## config.mk

```make
export PLATFORM = sky130hd
export DESIGN_NAME = load_store_unit
export DESIGN_NICKNAME = d
export VERILOG_FILES = /design/src/rtl/load_store_unit_pkg.sv /design/src/rtl/load_store_unit_lane_steer.sv /design/src/rtl/load_store_unit.sv
export SDC_FILE = /design/constraint.sdc
export NUM_CORES = 1
export LEC_CHECK = 0
export BUFFER_PORTS_ARGS = -buffer_cell sky130_fd_sc_hd__buf_2
export CAP_MARGIN = 20
export CORE_MARGIN = 4
export CORE_UTILIZATION = 35
export DETAILED_ROUTE_END_ITERATION = 10
export GPL_TIMING_DRIVEN = 0
export PLACE_DENSITY = 0.7
export SYNTH_ARGS = -nofsm -noshare
export SYNTH_HDL_FRONTEND = slang
export SYNTH_SLANG_ARGS = --single-unit
```

## constraint.sdc

```tcl
create_clock -name clock -period 3.68 [get_ports clock]
set_clock_uncertainty 0.05 [all_clocks]
set_input_delay 0.184 -clock clock [delete_from_list [all_inputs] [get_ports clock]]
set_output_delay 0.184 -clock clock [all_outputs]
set_load 0.005 [all_outputs]
```

## src/rtl/load_store_unit_pkg.sv

```systemverilog
// Shared definitions for the load/store unit: width encodings, FSM states,
// wait-state limit and offset/alignment helpers.
package load_store_unit_pkg;

    localparam logic [1:0] WIDTH_BYTE = 2'd0;
    localparam logic [1:0] WIDTH_HALF = 2'd1;
    localparam logic [1:0] WIDTH_WORD = 2'd2;

    localparam int WAIT_CYCLES_MAX = 15;

    typedef enum logic [1:0] {
        IDLE   = 2'd0,
        ACCESS = 2'd1,
        DONE   = 2'd2
    } lsu_state_t;

    // Halves only honour bit 1, words ignore both low bits.
    function automatic logic [1:0] force_offset(input logic [1:0] width, input logic [1:0] offset);
        if (width == WIDTH_BYTE)
            return offset;
        else if (width == WIDTH_HALF)
            return {offset[1], 1'b0};
        else
            return 2'b00;
    endfunction

    function automatic logic misaligned(input logic [1:0] width, input logic [1:0] offset);
        if (width == WIDTH_BYTE)
            return 1'b0;
        else if (width == WIDTH_HALF)
            return offset[0];
        else
            return offset != 2'b00;
    endfunction

endpackage

```

## src/rtl/load_store_unit_lane_steer.sv

```systemverilog
// lsu_lane_steer: big-endian byte-strobe generation, store-data replication
// and load-data extraction with zero/sign extension. Purely combinational.
module lsu_lane_steer
    import load_store_unit_pkg::*;
(
    input  logic [1:0]  width,
    input  logic [1:0]  offset,
    input  logic        sign_ext,
    input  logic [31:0] wdata,
    input  logic [31:0] rdata_word,
    output logic [3:0]  strobes,
    output logic [31:0] store_data,
    output logic [31:0] load_data
);

    function automatic logic [31:0] extend8(input logic [7:0] v, input logic s);
        logic signed [7:0] sv;
        sv = signed'(v);
        return s ? 32'(sv) : 32'(v);
    endfunction

    function automatic logic [31:0] extend16(input logic [15:0] v, input logic s);
        logic signed [15:0] sv;
        sv = signed'(v);
        return s ? 32'(sv) : 32'(v);
    endfunction

    logic [7:0]  lane8;
    logic [15:0] lane16;

    always_comb begin
        // Offset 0 is the most significant lane.
        case (offset)
            2'd0:    lane8 = rdata_word[31:24];
            2'd1:    lane8 = rdata_word[23:16];
            2'd2:    lane8 = rdata_word[15:8];
            default: lane8 = rdata_word[7:0];
        endcase
        lane16 = offset[1] ? rdata_word[15:0] : rdata_word[31:16];

        strobes    = 4'b1111;
        store_data = wdata;
        load_data  = rdata_word;
        case (width)
            WIDTH_BYTE: begin
                strobes    = 4'b1000 >> offset;
                store_data = {4{wdata[7:0]}};
                load_data  = extend8(lane8, sign_ext);
            end
            WIDTH_HALF: begin
                strobes    = offset[1] ? 4'b0011 : 4'b1100;
                store_data = {2{wdata[15:0]}};
                load_data  = extend16(lane16, sign_ext);
            end
            default: begin
                strobes    = 4'b1111;
                store_data = wdata;
                load_data  = rdata_word;
            end
        endcase
    end

endmodule

```

## src/rtl/load_store_unit.sv

```systemverilog
// Load/store unit driving a word-wide memory that latches on the falling edge.
// Optional LSU_ALIGN_CHECK_EN rejects misaligned half/word accesses with align_error.
module load_store_unit
    import load_store_unit_pkg::*;
#(
    parameter int WAIT_CYCLES = 0
) (
    input  logic        clock,
    input  logic        reset_n,
    input  logic        req,
    input  logic        req_write,
    input  logic [1:0]  req_width,
    input  logic        req_signed,
    input  logic [31:0] req_address,
    input  logic [31:0] req_wdata,
    output logic        busy,
    output logic        ack,
    output logic [31:0] rdata,
    output logic        align_error,
    output logic [29:0] mem_address,
    output logic [31:0] mem_data_out,
    input  logic [31:0] mem_data_in,
    output logic [3:0]  mem_data_strobes,
    output logic        mem_read,
    output logic        mem_write
);

    localparam int         WAIT_EFF  = (WAIT_CYCLES > WAIT_CYCLES_MAX) ? WAIT_CYCLES_MAX : WAIT_CYCLES;
    localparam logic [3:0] WAIT_LOAD = 4'(WAIT_EFF);

    lsu_state_t  state;
    logic [3:0]  wait_count;
    logic [1:0]  lat_width;
    logic [1:0]  lat_offset;
    logic        lat_signed;
    logic        lat_write;

    logic [1:0]  req_offset;
    logic        reject;
    logic [1:0]  steer_width;
    logic [1:0]  steer_offset;
    logic        steer_signed;
    logic [3:0]  steer_strobes;
    logic [31:0] steer_store;
    logic [31:0] steer_load;

    assign req_offset = force_offset(req_width, req_address[1:0]);

`ifdef LSU_ALIGN_CHECK_EN
    assign reject = misaligned(req_width, req_address[1:0]);
`else
    assign reject = 1'b0;
`endif

    // In IDLE the steer sees the incoming request (store side); afterwards the latched one (load side).
    assign steer_width  = (state == IDLE) ? req_width  : lat_width;
    assign steer_offset = (state == IDLE) ? req_offset : lat_offset;
    assign steer_signed = (state == IDLE) ? req_signed : lat_signed;

    lsu_lane_steer u_steer (
        .width      (steer_width),
        .offset     (steer_offset),
        .sign_ext   (steer_signed),
        .wdata      (req_wdata),
        .rdata_word (mem_data_in),
        .strobes    (steer_strobes),
        .store_data (steer_store),
        .load_data  (steer_load)
    );

    always_ff @(posedge clock) begin
        if (!reset_n) begin
            state            <= IDLE;
            wait_count       <= 4'd0;
            lat_width        <= WIDTH_BYTE;
            lat_offset       <= 2'd0;
            lat_signed       <= 1'b0;
            lat_write        <= 1'b0;
            busy             <= 1'b0;
            ack              <= 1'b0;
            rdata            <= 32'd0;
            align_error      <= 1'b0;
            mem_address      <= 30'd0;
            mem_data_out     <= 32'd0;
            mem_data_strobes <= 4'd0;
            mem_read         <= 1'b0;
            mem_write        <= 1'b0;
        end else begin
            case (state)
                IDLE: begin
                    ack         <= 1'b0;
                    align_error <= 1'b0;
                    if (req) begin
                        lat_width  <= req_width;
                        lat_offset <= req_offset;
                        lat_signed <= req_signed;
                        lat_write  <= req_write;
                        busy       <= 1'b1;
                        if (reject) begin
                            align_error <= 1'b1;
                            state       <= DONE;
                        end else begin
                            mem_address      <= req_address[31:2];
                            mem_data_out     <= steer_store;
                            mem_data_strobes <= steer_strobes;
                            mem_read         <= !req_write;
                            mem_write        <= req_write;
                            wait_count       <= WAIT_LOAD;
                            state            <= ACCESS;
                        end
                    end
                end
                ACCESS: begin
                    // The memory has latched on the preceding falling edge, so read data is valid here.
                    if (wait_count == 4'd0) begin
                        mem_read  <= 1'b0;
                        mem_write <= 1'b0;
                        if (!lat_write)
                            rdata <= steer_load;
                        ack   <= 1'b1;
                        state <= DONE;
                    end else begin
                        wait_count <= wait_count - 4'd1;
                    end
                end
                DONE: begin
                    ack         <= 1'b0;
                    align_error <= 1'b0;
                    busy        <= 1'b0;
                    state       <= IDLE;
                end
                default: begin
                    state <= IDLE;
                end
            endcase
        end
    end

endmodule

```

==> metrics.csv <==
stage;metric;value;unit
global_routing;vias in the first global route;5320;
routing;via count;5501;
worst_hold_path;hold depth;3;
synthesis;Cells after Synth;591;
layout;Reg area;2280;um^2
global_routing;initial antenna violation count;0;
synthesis;register area share after synthesis;45.3;%
routing;post-route ant nets;0;
floorplanning;chip width;128;um
worst_setup_path;Critical Path End Type;register;
routing;vias per cell;5.24;
routing;routed len/inst;17.1;um
synthesis;list of most frequent post-synthesis cells;114 x dfxtp_1, 110 x nand2_1, 97 x a21oi_1;
synthesis;asr flop ratio synth;0;%
layout;fraction of layout cells with a size suffix above 1;32.5;%
power;Net Sw Frac;26.5;%
floorplanning;# IOs;206;
synthesis;Ys Warns;0;
clocking;CTS H-tree depth;4;
worst_setup_path;critical path's slowest cell;mux2i_1;
clocking;Clock Tree Buf Depth;2;
sta;Max Freq;426;MHz
clocking;Num CTS Buffers;17;
worst_setup_path;Startpoint Class;register;
sta;headroom to the max-slew limit;28.7;%
clocking;clk root buf;clkbuf_16;
sta;Final Critical Period;2.35;ns
placed_design;hpwl dp;12.9;mm
floorplanning;die area;16400;um^2
worst_setup_path;CP cell instances;buf_2 -> nor2_2 -> mux2i_1 -> o21ai_1 -> buf_2 -> a221oi_1 -> a21oi_1;
power;Sequential Power Share;38.3;%
sta;final setup fails;0;
clocking;CTS sink cnt;114;
power;Pwr Density;493;nW/um^2
routing;Routed Wire Length;18.0;mm
sta;Setup TNS;0;ns
sta;Hold WS;0.0178;ns
floorplanning;# rows;43;
layout;Final nets;963;
synthesis;Synth area leaders;dfxtp_1 45%, a21oi_1 9.6%, nand2_1 8.2%, o21ai_0 4.7%, mux2i_1 3.8%;
synthesis;post-synthesis register bit count;114;
layout;ant diodes;0;
routing;# DRC;0;
routing;First DRT Iteration DRCs;348;
worst_setup_path;critical path type;reg -> reg;
power;Gate power share;17.4;%
flow_run;MaxCap Viol Count;0;
worst_setup_path;crit-path leading delay family;compound AO/OA/AOI/OAI gates;
synthesis;top-count cell post-synth;dfxtp_1;
global_routing;grt ovf;0;
power;leak pwr;3.25;nW
placed_design;RD Place Congestion;0.869;
sta;fin. max-slew vios;0;
power;P_int;0.00265;W
worst_setup_path;worst r2r path cells;7;
clocking;Worst-path clk slew;0.05;ns
worst_setup_path;most used cell, CP;buf_2;
synthesis;Post-synth top flop;dfxtp_1;
layout;Fill cells;1325;
synthesis;Yosys top cell by area;dfxtp_1;
sta;unrepaired setup endpoints after global routing;no;
synthesis;syn_area_per_cell;8.52;um^2
floorplanning;initial core utilization;36.0;%
clocking;cells resized by post-CTS repair;0;
global_routing;gr usage total;21.5;%
sta;worst-margin pin slew;1.07;ns
worst_hold_path;Hold WC Path Type;in -> reg;
sta;Tcrit/Tclk final;63.8;%
status;status;finished, final reports clean;
layout;area of the multi-input gates;2470;um^2
clocking;clock insertion delay at the later pin of the skew report;0.41;ns
worst_setup_path;WP depth;7;
floorplanning;Core Region;14000;um^2
worst_setup_path;Arrival @ worst endpoint;2.58;ns
placed_design;PortBufs;203;
synthesis;Post-synth EDFFs;0;
clocking;CTS tree;done;
power;sw power;0.000954;W
worst_setup_path;Crit path required time;3.92;ns
layout;Area growth syn-to-layout;45.1;%
routing;DRT Pass-1 Iters;5;
worst_setup_path;CP Buf/Inv Count;2;
synthesis;Post-Syn Area;5030;um^2
sta;Final Hold Viols;0;
worst_setup_path;CP max FO;10;
synthesis;post-synth top area share;45.3;%
layout;Layout Utilization;52.2;%
worst_setup_path;CP peak stage delay;0.38;ns
floorplanning;Die H;128;um
power;clock power share;44.3;%
power;worst vdd ir;304;uV
synthesis;synth unique cells;57;
global_routing;pin count of the biggest net entering global routing;17;
synthesis;Syn Nets;696;
global_routing;first-pass GRT wire length;27.7;mm
## per-stage QoR
step	instance area, um^2	std cells	total power, W	worst slack (ns)
after floorplan	5030	591	0.00172	1.77
after global placement	6280	974	0.00198	1.37
after detailed placement	6280	974	0.00199	1.37
after CTS	7310	1050	0.00362	1.33
after global routing	7310	1050	0.00377	1.15
final	7310	1050	0.00360	1.33
## worst min-delay path: cells and delay by family
kind / cells / cell delay (ns)
AOI/OAI and AO/OA: 1 / 0.06
and+or+nand+nor: 1 / 0.08
buffers and inverters: 1 / 0.10
## cell type report
cell class              instances  share of cell area (%)
repair buffers                248                    20.1
plain buffers                  51                    3.54
flip-flops and latches        114                    31.2
clock inverters                 9                    1.46
multi-input cells             420                    33.8
well taps                     180                    3.08
inverters                       6                   0.308
clock buffers                  22                    6.49
## path summary, 6_finish.rpt
path                         from         endpoint  slack, ns
setup / recovery         state[0]        rdata[12]       1.33
hold / removal    req_address[21]  mem_address[19]       0.02
setup reg to reg         state[0]        rdata[12]       1.33
hold reg to reg   mem_address[10]  mem_address[10]       0.40
## layout by cell type, fill, tap and decap left out, types with 2 or more instances in the layout
cell type | synthesis | routed
a211oi_1 | 7 | 7
a21oi_1 | 97 | 97
a221oi_1 | 12 | 12
a222oi_1 | 8 | 8
a2bb2oi_1 | 5 | 5
a311oi_1 | 8 | 8
a31oi_1 | 6 | 6
a31oi_2 | 12 | 12
and2_1 | 2 | 2
buf_1 | 3 | 3
buf_2 | 9 | 212
buf_4 | 3 | 3
buf_6 | 6 | 6
bufinv_16 | 0 | 2
clkbuf_1 | 30 | 32
clkbuf_16 | 0 | 17
clkbuf_8 | 0 | 3
clkinv_2 | 0 | 3
clkinvlp_4 | 0 | 3
dfxtp_1 | 114 | 114
dlygate4sd3_1 | 0 | 45
ha_1 | 2 | 2
inv_1 | 5 | 5
mux2_2 | 4 | 4
mux2i_1 | 19 | 19
nand2_1 | 110 | 110
nand2_2 | 2 | 2
nand2b_1 | 4 | 4
nand3_1 | 3 | 3
nor2_1 | 31 | 31
o2111ai_1 | 2 | 2
o21a_1 | 3 | 3
o21ai_0 | 47 | 47
o21ai_1 | 4 | 4
o22a_1 | 3 | 3
or2_2 | 2 | 2
or4b_1 | 2 | 2
## kinds of logic (layout without fill, tap and decap cells)
| logic type | count (synthesis) | in the layout | synth area share (%) |
|---|---|---|---|
| AOI/OAI and AO/OA | 224 | 224 | 28.9 |
| and+or+nand+nor | 167 | 167 | 14.4 |
| DFF | 114 | 114 | 45.3 |
| buffers and inverters | 57 | 336 | 5.59 |
| muxes | 24 | 24 | 4.90 |
| adders and majority gates | 2 | 2 | 0.497 |
| xor gates and xnor gates | 2 | 2 | 0.348 |
| other | 1 | 1 | 0.0745 |
## registers in the layout, summed over array words and instances (netlist names)
register and cells:
mem_data_out 32, rdata 32, mem_address 30, mem_data_strobes 4, wait_count 4, lat_offset 2, lat_width 2, state 2
ack 1, busy 1, lat_signed 1, lat_write 1, mem_read 1, mem_write 1
## routing by layer
metal,track usage [%],vias up,share of wire (%)
li1,-,2667,-
met1,26.0,2537,41
met2,35.4,261,48
met3,7.00,36,8.5
met4,8.36,0,2.6
met5,0,-,0
## repair_timing
| item | 4_1_cts | 5_1_grt |
|---|---|---|
| endpoints found under the setup margin | 0 | 0 |
| setup buffers | 0 | 0 |
| hold endpoints to repair | 46 | 0 |
| hold buffers | 45 | 0 |
## power by group through the flow
| stage | clock [W] | combinational [W] | sequential [W] |
|---|---|---|---|
| after floorplan | 0 | 0.000313 | 0.00141 |
| after global placement | 0 | 0.000580 | 0.00140 |
| after detailed placement | 0 | 0.000582 | 0.00140 |
| after CTS | 0.00162 | 0.000622 | 0.00138 |
| after global routing | 0.00170 | 0.000689 | 0.00139 |
| final | 0.00160 | 0.000625 | 0.00138 |
No activity file was read; power rests on OpenSTA's default activity.
